`config.mk`:
```
export PLATFORM = sky130hd
export DESIGN_NAME = dm_spi_seq
export DESIGN_NICKNAME = d
export VERILOG_FILES = /design/src/rtl/dm_spi_seq.sv
export SDC_FILE = /design/constraint.sdc
export NUM_CORES = 1
export LEC_CHECK = 0
export BUFFER_PORTS_ARGS = -buffer_cell sky130_fd_sc_hd__clkbuf_2
export CAP_MARGIN = 20
export CORE_MARGIN = 2
export CORE_UTILIZATION = 49
export CTS_CLUSTER_DIAMETER = 120
export DETAILED_ROUTE_END_ITERATION = 8
export PLACE_DENSITY = 0.84
export SETUP_SLACK_MARGIN = 0.02
export SYNTH_ARGS = -nofsm -noshare
export SYNTH_HDL_FRONTEND = slang
export SYNTH_SLANG_ARGS = --single-unit
export TNS_END_PERCENT = 10
```
`constraint.sdc`:
```
create_clock -name PCLK -period 2.05 [get_ports PCLK]
set_clock_uncertainty 0.15 [all_clocks]
set_input_delay 0.205 -clock PCLK [delete_from_list [all_inputs] [get_ports PCLK]]
set_output_delay 0.205 -clock PCLK [all_outputs]
set_load 0.02 [all_outputs]
```
`src/rtl/dm_spi_seq.sv`:
```
// dm_spi_seq: APB master sequencer that initialises the SPI core and runs single-frame SPI transactions.
// Optional poll watchdog is built when DM_SPI_SEQ_TIMEOUT_EN is defined.
module dm_spi_seq #(
  parameter logic [15:0] CTRL1_INIT     = 16'h0003,
  parameter int          TIMEOUT_CYCLES = 4096
) (
  input  logic        PCLK,
  input  logic        PRESETN,
  input  logic        req_valid,
  output logic        req_ready,
  input  logic [15:0] req_data,
  input  logic [2:0]  req_ss,
  output logic        rsp_valid,
  output logic [15:0] rsp_data,
  output logic        rsp_err,
  output logic        init_done,
  output logic [6:0]  PADDR,
  output logic        PSEL,
  output logic        PENABLE,
  output logic        PWRITE,
  output logic [15:0] PWDATA,
  input  logic [15:0] PRDATA,
  input  logic        PREADY,
  input  logic        PSLVERR
);
  typedef enum logic [3:0] {INIT_CTRL, INIT_MASK, INIT_CLR, IDLE, SEL, TX, POLL, RX, DESEL, RESP} state_t;
  localparam logic [6:0] A_CTRL1 = 7'h00, A_INTCLR = 7'h04, A_RXDATA = 7'h08, A_INTMASK = 7'h10;
  localparam logic [6:0] A_STAT = 7'h20, A_SSEL = 7'h24, A_TXLAST = 7'h28;
  state_t      state, nst;
  logic        sub, nsub, done, accept, poll_ok, tmo, tmo_exit, err_q;
  logic        a_en, a_wr, psel_n, pen_n, pwr_n;
  logic [6:0]  a_addr, paddr_n;
  logic [15:0] a_data, pwdata_n, data_q, rx_q;
  logic [2:0]  ss_q, ss_n;
  if (TIMEOUT_CYCLES < 1) begin : g_bad_timeout
    $error("dm_spi_seq: TIMEOUT_CYCLES must be at least 1");
  end
  assign done      = PSEL & PENABLE & PREADY;
  assign req_ready = (state == IDLE) & init_done;
  assign accept    = req_valid & req_ready;
  assign rsp_valid = state == RESP;
  assign rsp_err   = err_q;
  assign poll_ok   = PRDATA[1] & ~PRDATA[2];
  assign tmo_exit  = (state == POLL) & done & ~poll_ok & tmo;
  // SEL setup is launched on the accept edge, before ss_q is loaded
  assign ss_n      = (state == IDLE) ? req_ss : ss_q;
`ifdef DM_SPI_SEQ_TIMEOUT_EN
  localparam int TW = $clog2(TIMEOUT_CYCLES + 1);
  logic [TW-1:0] tmo_cnt;
  always_ff @(posedge PCLK or negedge PRESETN)
    if (!PRESETN) tmo_cnt <= '0;
    else if (state != POLL) tmo_cnt <= '0;
    else if (!tmo) tmo_cnt <= tmo_cnt + TW'(1);
  assign tmo = tmo_cnt == TW'(TIMEOUT_CYCLES);
`else
  assign tmo = 1'b0;
`endif
  always_comb begin
    nst  = state;
    nsub = sub;
    case (state)
      INIT_CTRL: nst = done ? INIT_MASK : state;
      INIT_MASK: nst = done ? INIT_CLR : state;
      INIT_CLR:  nst = done ? IDLE : state;
      IDLE:      nst = accept ? SEL : state;
      SEL:       nst = done ? TX : state;
      TX:        nst = done ? POLL : state;
      POLL:      nst = !done ? state : poll_ok ? RX : tmo ? DESEL : POLL;
      RX:        nst = done ? DESEL : state;
      DESEL: if (done) begin
        nsub = ~sub;
        nst  = sub ? RESP : DESEL;
      end
      RESP:      nst = IDLE;
      default:   nst = INIT_CTRL;
    endcase
  end
  // access that the state being entered (or re-entered) must issue
  always_comb begin
    a_en   = 1'b1;
    a_wr   = 1'b1;
    a_addr = A_SSEL;
    a_data = 16'h0000;
    case (nst)
      INIT_CTRL: {a_addr, a_data} = {A_CTRL1, CTRL1_INIT};
      INIT_MASK: a_addr = A_INTMASK;
      INIT_CLR:  {a_addr, a_data} = {A_INTCLR, 16'h00FF};
      SEL:       a_data = {8'h00, 8'h01 << ss_n};
      TX:        {a_addr, a_data} = {A_TXLAST, data_q};
      POLL:      {a_wr, a_addr} = {1'b0, A_STAT};
      RX:        {a_wr, a_addr} = {1'b0, A_RXDATA};
      DESEL:     {a_addr, a_data} = nsub ? {A_INTCLR, 16'h00FF} : {A_SSEL, 16'h0000};
      default:   a_en = 1'b0;
    endcase
  end
  always_comb begin
    psel_n   = PSEL;
    pen_n    = PENABLE;
    pwr_n    = PWRITE;
    paddr_n  = PADDR;
    pwdata_n = PWDATA;
    if (PSEL && !PENABLE) pen_n = 1'b1;
    else if (!PSEL || PREADY) begin
      psel_n = a_en;
      pen_n  = 1'b0;
      if (a_en) {pwr_n, paddr_n, pwdata_n} = {a_wr, a_addr, a_data};
    end
  end
  always_ff @(posedge PCLK or negedge PRESETN)
    if (!PRESETN) begin
      state   <= INIT_CTRL;
      sub     <= 1'b0;
      PSEL    <= 1'b0;
      PENABLE <= 1'b0;
      PWRITE  <= 1'b0;
      PADDR   <= '0;
      PWDATA  <= '0;
    end else begin
      state   <= nst;
      sub     <= nsub;
      PSEL    <= psel_n;
      PENABLE <= pen_n;
      PWRITE  <= pwr_n;
      PADDR   <= paddr_n;
      PWDATA  <= pwdata_n;
    end
  always_ff @(posedge PCLK or negedge PRESETN)
    if (!PRESETN) begin
      init_done <= 1'b0;
      err_q     <= 1'b0;
      data_q    <= '0;
      ss_q      <= '0;
      rx_q      <= '0;
      rsp_data  <= '0;
    end else begin
      if (state == INIT_CLR && done) init_done <= 1'b1;
      if (accept) {data_q, ss_q} <= {req_data, req_ss};
      if (accept) err_q <= 1'b0;
      else if (tmo_exit || (done && PSLVERR && state inside {SEL, TX, POLL, RX})) err_q <= 1'b1;
      if (state == RX && done) rx_q <= PRDATA;
      else if (tmo_exit) rx_q <= 16'hFFFF;
      if (state == DESEL && nst == RESP) rsp_data <= rx_q;
    end
endmodule

```
==> impl_metrics.env, run 1 <==
export IMPL_status="finished, violations left"
export IMPL_violations="negative setup slack"
export IMPL_placed_cell_area_mm2=0.00459
export IMPL_dr_first_iter_drc_count=195
export IMPL_finalHoldViolations=0
export IMPL_synth_async_reset_ratio=1.00
export IMPL_cts_max_level=3
export IMPL_max_freq_mhz=473
export IMPL_fp_dieH_um=92.3
export IMPL_routed_wl_um=9980
export IMPL_ys_ff_latch=81
export IMPL_synth_top_area_share=0.530
export IMPL_synthMuxAreaShare=0.155
export IMPL_fin_util=0.705
export IMPL_hpwlAfterDp_um=6530
export IMPL_path_max_fanout=4
export IMPL_grt_pass1_wl_um=16100
export IMPL_finalNonFillerCells=582
export IMPL_dieArea_mm2=0.00852
export IMPL_critical_path_buf_inv_count=2
export IMPL_setup_viol=10
export IMPL_path_delay_family="compound AO/OA/AOI/OAI gates"
export IMPL_critical_path_required_ns=2.13
export IMPL_syn2layout_area_growth_pct=41.0
export IMPL_firstDrtPassIters=4
export IMPL_synth_edf_count=0
export IMPL_io_pins=86
export IMPL_synth_simple_area_share=0.126
export IMPL_tritoncts="done"
export IMPL_drive_gt1_frac=0.517
export IMPL_netlist_top_cells_area="dfrtp_1 (53%), mux2_2 (15%), nand2_1 (3.3%)"
export IMPL_synth_xor_area_share=0.00687
export IMPL_rsz0062_at_grt="yes"
export IMPL_wire_per_inst_um=17.2
export IMPL_numPortBuffers=82
export IMPL_initial_core_util=0.500
export IMPL_cts_path_max_buffers=2
export IMPL_antennaDiodeCount=0
export IMPL_min_path_type="in -> async"
export IMPL_synth_top_family_by_area="multiplexers"
export IMPL_row_count=32
export IMPL_synth_warning_count=0
export IMPL_finalMaxSlewViolations=0
export IMPL_gp_congestion=0.883
export IMPL_cts_made_buffers=9
export IMPL_ys_seq_area_frac=0.530
export IMPL_drtAntennaViolNets=0
export IMPL_cts_sinks=81
export IMPL_layout_common_cells="clkbuf_2 (80), dfrtp_1 (75), mux2_2 (51), dlygate4sd3_1 (37), buf_4 (36)"
export IMPL_relSlewSlack=0.620
export IMPL_path_cells="buf_6 > nor2b_1 > buf_4 > a22oi_1 > o221ai_1 > a31o_2 > a311oi_2 > a21oi_1"
export IMPL_vias=3188
export IMPL_antenna_found_initial=0
export IMPL_layout_commonest_cell="clkbuf_2"
export IMPL_power_uw=7530
export IMPL_worstSetupEndpointType="register"
export IMPL_synth_top_cell_by_area="dfrtp_1"
export IMPL_ir_drop_v=0.000904
export IMPL_syn_avg_cell_area_um2=12.1
export IMPL_nNetsFinal=517
export IMPL_drc=0
export IMPL_ys_flop_type="dfrtp_1"
export IMPL_layout_min_cycle_time_ns=2.11
export IMPL_finalCritPeriodShare=1.03
export IMPL_clk_pin_slew_ns=0.08
export IMPL_clkLatencyLatePin_ns=0.35
export IMPL_synthesis_area_mm2=0.00382
export IMPL_synthAdderAreaFrac=0
export IMPL_placed_cells=520
export IMPL_worst_pin_slew_ns=0.564
export IMPL_synth_compound_area_frac=0.141
export IMPL_power_density_mw_per_mm2=1400
export IMPL_overflow=0
export IMPL_arrival_ns=2.20
export IMPL_ys_types=66
export IMPL_root_buffer="clkbuf_8"
export IMPL_design_area_mm2=0.00539
export IMPL_setup_tns_ns=-0.313
export IMPL_maxCapViolCount=0
export IMPL_nFillCells=525
export IMPL_grt_max_degree=46
export IMPL_critPathLaunchType="register"
export IMPL_die_w_um=92.3
export IMPL_cp_slowest_cell="dfrtp_2"
export IMPL_core_area_mm2=0.00765
export IMPL_track_usage=0.243
export IMPL_leakage_uw=0.00252
export IMPL_worst_slack_ns=-0.0640
export IMPL_critical_path_max_stage_delay_ns=0.43
export IMPL_path_class="reg -> reg"
export IMPL_syn_inst=316
export IMPL_vias_per_cell=5.48
export IMPL_grt_pass1_vias=3346
==> power by group <==
| part | internal [uW] | switching (uW) | total (uW) |
|---|---|---|---|
| Sequential | 2190 | 406 | 2590 |
| Clock | 551 | 577 | 1130 |
| Combinational | 1800 | 2010 | 3810 |
==> per-stage QoR <==
step | hold WS (ns) | setup WS (ns)
floorplan | -0.241 | 0.0544
global placement | 0.0387 | -0.0547
detailed placement | 0.0413 | -0.112
CTS | 0.200 | -0.0154
global route | 0.240 | -0.119
finish | 0.202 | -0.0640
==> per-layer routing <==
metal	vias up	wire length [um]	share of wire	GRT usage
met1	1583	4180	0.42	0.303
li1	1468	-	-	-
met2	121	5010	0.50	0.411
met4	0	182	0.018	0.0759
met5	-	0	0	0
met3	16	613	0.061	0.0716
==> sequential cells by signal (all words and copies together), names as in the netlist <==
name / flops
PWRITE: 1
PSEL: 1
data_q: 16
rsp_err: 1
PADDR: 4
PENABLE: 1
ss_q: 3
PWDATA: 16
state: 4
rx_q: 16
sub: 1
rsp_data: 16
init_done: 1
==> cell families after synthesis <==
kind of cell	Yosys count
AND/OR/NAND/NOR	82
flip-flops	81
AO/OA/AOI/OAI	70
multiplexers	53
buffers and inverters	26
XOR/XNOR	3
other	1
==> worst paths after layout <==
kind / startpoint / endpoint / slack, ns / cells past startpoint
hold / removal: PRESETN / PWDATA[14] / 0.20 / 2
max in group asynchronous: PRESETN / state[1] / 0.93 / 3
hold reg to reg: PADDR[4] / PADDR[4] / 0.34 / 2
min in group PCLK: PREADY / init_done / 0.31 / 3
setup reg to reg: state[0] / PADDR[5] / -0.06 / 8
setup / recovery: state[0] / PADDR[5] / -0.06 / 8
==> final cells by class <==
class                           instances  area [um2]  area share
Sequential cell                        81        2030       0.377
Inverter                                8        30.0     0.00557
Multi-Input combinational cell        211        1800       0.334
Clock buffer                            9         124      0.0230
Clock inverter                          5        57.6      0.0107
Tap cell                              102         128      0.0237
Timing Repair Buffer                  166        1220       0.226
==> what timing repair did <==
| action | 4_1_cts | 5_1_grt |
|---|---|---|
| setup endpoints to repair | 55 | 62 |
| setup buffers | 8 | 3 |
| endpoints found under the hold margin | 72 | 0 |
| pin swaps | 15 | 4 |
| hold buffers | 37 | 0 |
| gates resized for setup | 24 | 17 |
==> synth_stat cells, types with 2 or more instances <==
cell,instances
a211oi_1,2
a21oi_1,7
a221oi_1,2
a22oi_1,6
a31o_2,2
a31oi_1,2
a32oi_1,2
and4_1,2
buf_2,5
buf_4,10
clkbuf_1,2
dfrtp_1,81
inv_1,7
mux2_2,51
mux2i_1,2
nand2_1,34
nand2b_1,4
nand3_1,5
nor2_1,9
nor2b_1,6
nor3_4,2
o21a_1,2
o21ai_0,18
o21ai_1,4
o221ai_1,6
xnor2_1,3
(Power assumes the default switching activity.)
==> inputs of run 2 (changes only) <==
PLACE_DENSITY = 0.88   (was 0.84)
==> impl_metrics.env, run 2 (synthesis results as in run 1) <==
export IMPL_clkLatencyLatePin_ns=0.37
export IMPL_initial_core_util=0.500
export IMPL_placed_cells=520
export IMPL_reg2reg_depth=8
export IMPL_cts_made_buffers=9
export IMPL_core_area_mm2=0.00765
export IMPL_swShare=0.392
export IMPL_arrival_ns=2.33
export IMPL_critical_path_required_ns=2.18
export IMPL_design_area_mm2=0.00534
export IMPL_path_cells="buf_6 > and3b_1 > o211ai_1 > nand2_2 > buf_6 > nor3_4 > o21ai_4 > o221ai_1"
export IMPL_ir_drop_v=0.000773
export IMPL_fp_dieH_um=92.3
export IMPL_max_freq_mhz=455
export IMPL_track_usage=0.254
export IMPL_finalCritPeriodShare=1.07
export IMPL_grt_pass1_wl_um=16500
export IMPL_row_count=32
export IMPL_p_int_uw=4650
export IMPL_grt_pass1_vias=3333
export IMPL_rsz0062_at_grt="yes"
export IMPL_finalMaxSlewViolations=0
export IMPL_dr_first_iter_drc_count=239
export IMPL_syn2layout_area_growth_pct=39.6
export IMPL_clock_power_share=0.180
export IMPL_worst_slack_ns=-0.150
export IMPL_leakage_uw=0.00251
export IMPL_cts_sinks=81
export IMPL_numPortBuffers=82
export IMPL_p_comb_frac=0.474
export IMPL_worstSetupEndpointType="register"
export IMPL_grt_max_degree=41
export IMPL_drc=0
export IMPL_r2r_end="PWDATA[6]"
export IMPL_vias_per_cell=5.55
export IMPL_clk_pin_slew_ns=0.09
export IMPL_path_class="reg -> reg"
export IMPL_layout_min_cycle_time_ns=2.20
export IMPL_worst_pin_slew_ns=0.554
export IMPL_status="finished, violations left"
export IMPL_dieArea_mm2=0.00852
export IMPL_finalHoldViolations=0
export IMPL_min_path_type="in -> async"
export IMPL_tritoncts="done"
export IMPL_drive_gt1_frac=0.499
export IMPL_setup_viol=11
export IMPL_layout_commonest_cell="clkbuf_2"
export IMPL_path_max_fanout=8
export IMPL_maxCapViolCount=0
export IMPL_drtAntennaViolNets=0
export IMPL_layout_common_cells="clkbuf_2 (81), dfrtp_1 (75), mux2_2 (51), dlygate4sd3_1 (37), buf_4 (37)"
export IMPL_r2r_start="state[3]"
export IMPL_routed_wl_um=10600
export IMPL_vias=3222
export IMPL_power_density_mw_per_mm2=1430
export IMPL_io_pins=86
export IMPL_setup_tns_ns=-1.23
export IMPL_cpMostUsedCell="buf_6"
export IMPL_die_w_um=92.3
export IMPL_nFillCells=487
export IMPL_violations="negative setup slack"
export IMPL_overflow=0
export IMPL_cts_max_level=3
export IMPL_antennaDiodeCount=0
export IMPL_nNetsFinal=514
export IMPL_wire_per_inst_um=18.3
export IMPL_r2r_slack_ns=-0.15
export IMPL_finalNonFillerCells=581
export IMPL_critPathLaunchType="register"
export IMPL_p_seq_frac=0.346
export IMPL_firstDrtPassIters=4
export IMPL_root_buffer="clkbuf_8"
export IMPL_hpwlAfterDp_um=6770
export IMPL_antenna_found_initial=0
export IMPL_gp_congestion=0.900
export IMPL_cp_slowest_cell="dfrtp_2"
export IMPL_switchingPower_uw=3000
export IMPL_hold_slack_ns=0.126
export IMPL_relSlewSlack=0.627
export IMPL_critical_path_max_stage_delay_ns=0.47
export IMPL_placed_cell_area_mm2=0.00458
export IMPL_cts_path_max_buffers=2
[run 2: cell types whose count changed in the layout (fill, tap and decap cells not counted), sizes merged]
| cell | previous run | this run |
|---|---|---|
| clkbuf | 90 | 92 |
| clkinv | 3 | 1 |
| bufinv | 1 | 2 |
| buf | 48 | 45 |
| clkinvlp | 0 | 1 |
[run 2: power by group through the flow]
stage / clock network, uW / registers [uW] / logic [uW]
2_1_floorplan: 0 / 2710 / 1910
3_3_place_gp: 0 / 2580 / 3000
3_5_place_dp: 0 / 2630 / 3110
4_1_cts: 1380 / 2610 / 3340
5_1_grt: 1450 / 2710 / 3900
6_report: 1380 / 2650 / 3630
[run 2: area by class of cell]
class,instances,area (um2),share of cell area
multi-input combinational,211,1740,0.326
tap,102,128,0.0239
inverter,8,30.0,0.00563
clock inverter,5,85.1,0.0159
clock buffer,11,151,0.0284
timing repair buffer,163,1170,0.219
sequential,81,2030,0.381
[run 2: layer usage]
metal / vias to the layer above / GRT usage / wire (um)
li1: 1458 / - / -
met1: 1577 / 0.297 / 4130
met2: 153 / 0.439 / 5390
met3: 34 / 0.0667 / 757
met4: 0 / 0.112 / 363
met5: - / 0 / 0
[run 2: what timing repair did]
item                                   4_1_cts  5_1_grt
setup endpoints to repair                   13       39
pin swaps                                    6        7
cloned                                       0        0
buffers inserted                             5        3
hold buffers                                37        0
endpoints found under the hold margin      117        0
resized for setup                           10       13
[run 2: metrics by stage]
step           utilization  total power (uW)  setup WS [ns]
6_report             0.698              7650         -0.150
5_1_grt              0.698              8070         -0.224
4_1_cts              0.687              7330        -0.0266
3_5_place_dp         0.598              5740         -0.121
3_3_place_gp         0.598              5580         -0.117
2_1_floorplan            -              4630         0.0544
[run 2: how the worst max path moves through the flow]
stage              from         to  slack [ns]  cells past startpoint
3_3_place_gp   state[3]  PWDATA[0]       -0.12                      8
4_1_cts        state[3]  PWDATA[0]       -0.03                      6
2_1_floorplan      PSEL  PWDATA[2]        0.05                      6
5_1_grt        state[1]  PWDATA[5]       -0.22                      7
3_5_place_dp   state[0]   PADDR[5]       -0.12                      7
6_report       state[3]  PWDATA[6]       -0.15                      8
[run 2: critical path: cells and delay by family, from the launching register on]
family                 cells  cell delay, ns
AO/OA/AOI/OAI              3            0.67
buffers and inverters      2            0.32
flip-flops                 1            0.47
AND/OR/NAND/NOR            3            0.51
==> inputs of run 3 (changes only) <==
ABC_AREA = 1   (was unset)
CORE_UTILIZATION = 48   (was 49)
CTS_CLUSTER_DIAMETER = 50   (was 120)
PLACE_DENSITY = 0.87   (was 0.88)
==> impl_metrics.env, run 3 <==
export IMPL_placed_cells=627
export IMPL_multi_input_area_mm2=0.00167
export IMPL_gp_congestion=0.938
export IMPL_track_usage=0.225
export IMPL_clkLatencyLatePin_ns=0.35
export IMPL_clock_power_share=0.172
export IMPL_r2r_slack_ns=-0.10
export IMPL_grt_max_degree=43
export IMPL_drive_gt1_frac=0.364
export IMPL_root_buffer="clkbuf_8"
export IMPL_min_path_type="in -> reg"
export IMPL_firstDrtPassIters=5
export IMPL_grt_pass1_wl_um=15200
export IMPL_cts_made_buffers=9
export IMPL_synth_most_common_cell="nand2_1"
export IMPL_arrival_ns=2.27
export IMPL_p_comb_frac=0.501
export IMPL_finalNonFillerCells=698
export IMPL_status="finished, violations left"
export IMPL_clk_pin_slew_ns=0.09
export IMPL_cp_slowest_cell="dfrtp_1"
export IMPL_reg2reg_depth=12
export IMPL_design_area_mm2=0.00535
export IMPL_ir_drop_v=0.000927
export IMPL_worstSetupEndpointType="register"
export IMPL_hold_depth=3
export IMPL_finalCritPeriodShare=1.05
export IMPL_ys_ff_latch=81
export IMPL_relSlewSlack=0.625
export IMPL_dieArea_mm2=0.00845
export IMPL_nNetsFinal=632
export IMPL_die_w_um=91.9
export IMPL_critical_path_max_stage_delay_ns=0.41
export IMPL_netlist_top_cells_area="dfrtp_1 (55%), nand2_1 (12%), nor2_1 (7.1%)"
export IMPL_hold_start="PRDATA[10]"
export IMPL_synth_async_reset_ratio=1.00
export IMPL_maxCapViolCount=0
export IMPL_synthesis_area_mm2=0.00371
export IMPL_layout_common_cells="nand2_1 (105), clkbuf_2 (81), dfrtp_1 (76), nor2_1 (58), inv_1 (42)"
export IMPL_rsz0062_at_grt="yes"
export IMPL_path_class="reg -> reg"
export IMPL_power_density_mw_per_mm2=1380
export IMPL_p_seq_frac=0.327
export IMPL_max_freq_mhz=464
export IMPL_setup_tns_ns=-1.79
export IMPL_r2r_end="PWDATA[12]"
export IMPL_r2r_start="state[3]"
export IMPL_placed_cell_area_mm2=0.00430
export IMPL_antennaDiodeCount=0
export IMPL_initial_core_util=0.488
export IMPL_antenna_found_initial=0
export IMPL_hpwlAfterDp_um=6030
export IMPL_worst_slack_ns=-0.104
export IMPL_finalMaxSlewViolations=0
export IMPL_vias_per_cell=5.01
export IMPL_drc=0
export IMPL_swShare=0.424
export IMPL_critical_path_required_ns=2.17
export IMPL_leakage_uw=0.00284
export IMPL_netlist_top_cells_count="nand2_1 (123), dfrtp_1 (81), nor2_1 (70)"
export IMPL_p_int_uw=4270
export IMPL_cts_max_level=3
export IMPL_synth_top_area_share=0.546
export IMPL_critPathLaunchType="register"
export IMPL_synth_warning_count=0
export IMPL_wire_per_inst_um=14.4
export IMPL_synth_top_cell_by_area="dfrtp_1"
export IMPL_register_area_mm2=0.00203
export IMPL_grt_pass1_vias=3388
export IMPL_core_area_mm2=0.00761
export IMPL_row_count=32
export IMPL_ys_types=30
export IMPL_tritoncts="done"
export IMPL_syn2layout_area_growth_pct=44.2
export IMPL_worst_pin_slew_ns=0.562
export IMPL_syn_avg_cell_area_um2=8.36
export IMPL_layout_min_cycle_time_ns=2.15
export IMPL_io_pins=86
export IMPL_fp_dieH_um=91.9
export IMPL_overflow=0
export IMPL_path_max_fanout=9
export IMPL_cpMostUsedCell="nand2_2"
export IMPL_power_uw=7400
export IMPL_vias=3494
export IMPL_numPortBuffers=82
export IMPL_dr_first_iter_drc_count=266
export IMPL_ys_flop_type="dfrtp_1"
export IMPL_cts_sinks=81
export IMPL_ys_seq_area_frac=0.546
export IMPL_synth_edf_count=0
export IMPL_nFillCells=549
export IMPL_violations="negative setup slack"
export IMPL_post_place_ws_ns=0.00120
export IMPL_drtAntennaViolNets=0
export IMPL_finalHoldViolations=0
export IMPL_setup_viol=22
export IMPL_path_cells="buf_4 > nand2_2 > nor2_4 > a21oi_2 > buf_4 > nand3_2 > nand2_2 > nand2_2 > nand3_4 > nand2_8 > clkbuf_16 > o21ai_1"
export IMPL_routed_wl_um=10100
export IMPL_cts_path_max_buffers=2
export IMPL_switchingPower_uw=3140
export IMPL_syn_inst=444
export IMPL_layout_commonest_cell="nand2_1"
export IMPL_min_to="rx_q[10]"
==> run 3: metal layers <==
metal,track usage,up-vias,share of wire
met5,0,-,0
met4,0.112,0,0.035
met3,0.0403,37,0.054
met2,0.374,120,0.51
met1,0.284,1661,0.40
li1,-,1676,-
==> run 3: final cells by class <==
class | instances | share of cell area
Clock inverter | 6 | 0.0173
Inverter | 51 | 0.0369
Clock buffer | 9 | 0.0231
Tap cell | 102 | 0.0238
Sequential cell | 81 | 0.380
Timing Repair Buffer | 150 | 0.208
Multi-Input combinational cell | 299 | 0.311
==> run 3: per-stage QoR <==
step	utilization	hold WS, ns
CTS	0.650	0.0275
global placement	0.565	0.0612
finish	0.703	0.0185
detailed placement	0.565	0.0832
floorplan	-	-0.241
global route	0.703	0.0483
==> run 3: timing repair <==
item | 4_1_cts | 5_1_grt
cloned | 0 | 4
resized for setup | 7 | 65
hold buffers | 36 | 0
setup buffers | 4 | 12
pin swaps | 2 | 18
endpoints found under the hold margin | 75 | 0
setup endpoints to repair | 18 | 22
==> run 3: worst max-delay path by stage <==
stage                         from         end  slack (ns)  cells after the start
final                     state[3]  PWDATA[12]       -0.10                     12
after global routing      state[3]   PWDATA[9]       -0.17                     13
after CTS                 state[2]  PWDATA[13]        0.02                     14
after detailed placement  state[0]   PWDATA[4]       0.001                     10
after global placement    state[3]   PWDATA[5]        0.07                     14
after floorplan            PENABLE   PWDATA[2]        0.04                     12
==> run 3: cell families after synthesis <==
family / after synthesis / synth area share
and+or+nand+nor: 221 / 0.257
DFF: 81 / 0.546
buffers and inverters: 67 / 0.0762
AOI/OAI and AO/OA: 65 / 0.0921
muxes: 9 / 0.0273
other: 1 / 0.00101
==> run 3: worst max-delay path: cells and delay by family (launching register included) <==
| family | cells | cell delay [ns] |
|---|---|---|
| AND/OR/NAND/NOR | 7 | 0.70 |
| buffers and inverters | 3 | 0.49 |
| flip-flops | 1 | 0.41 |
| AO/OA/AOI/OAI | 2 | 0.30 |
==> run 3: power groups by stage <==
stage	Combinational, uW	Sequential, uW	Clock, uW
after floorplan	1650	2620	0
after global placement	2620	2380	0
after detailed placement	2740	2390	0
after CTS	2920	2370	1280
after global routing	4020	2470	1350
final	3710	2420	1270
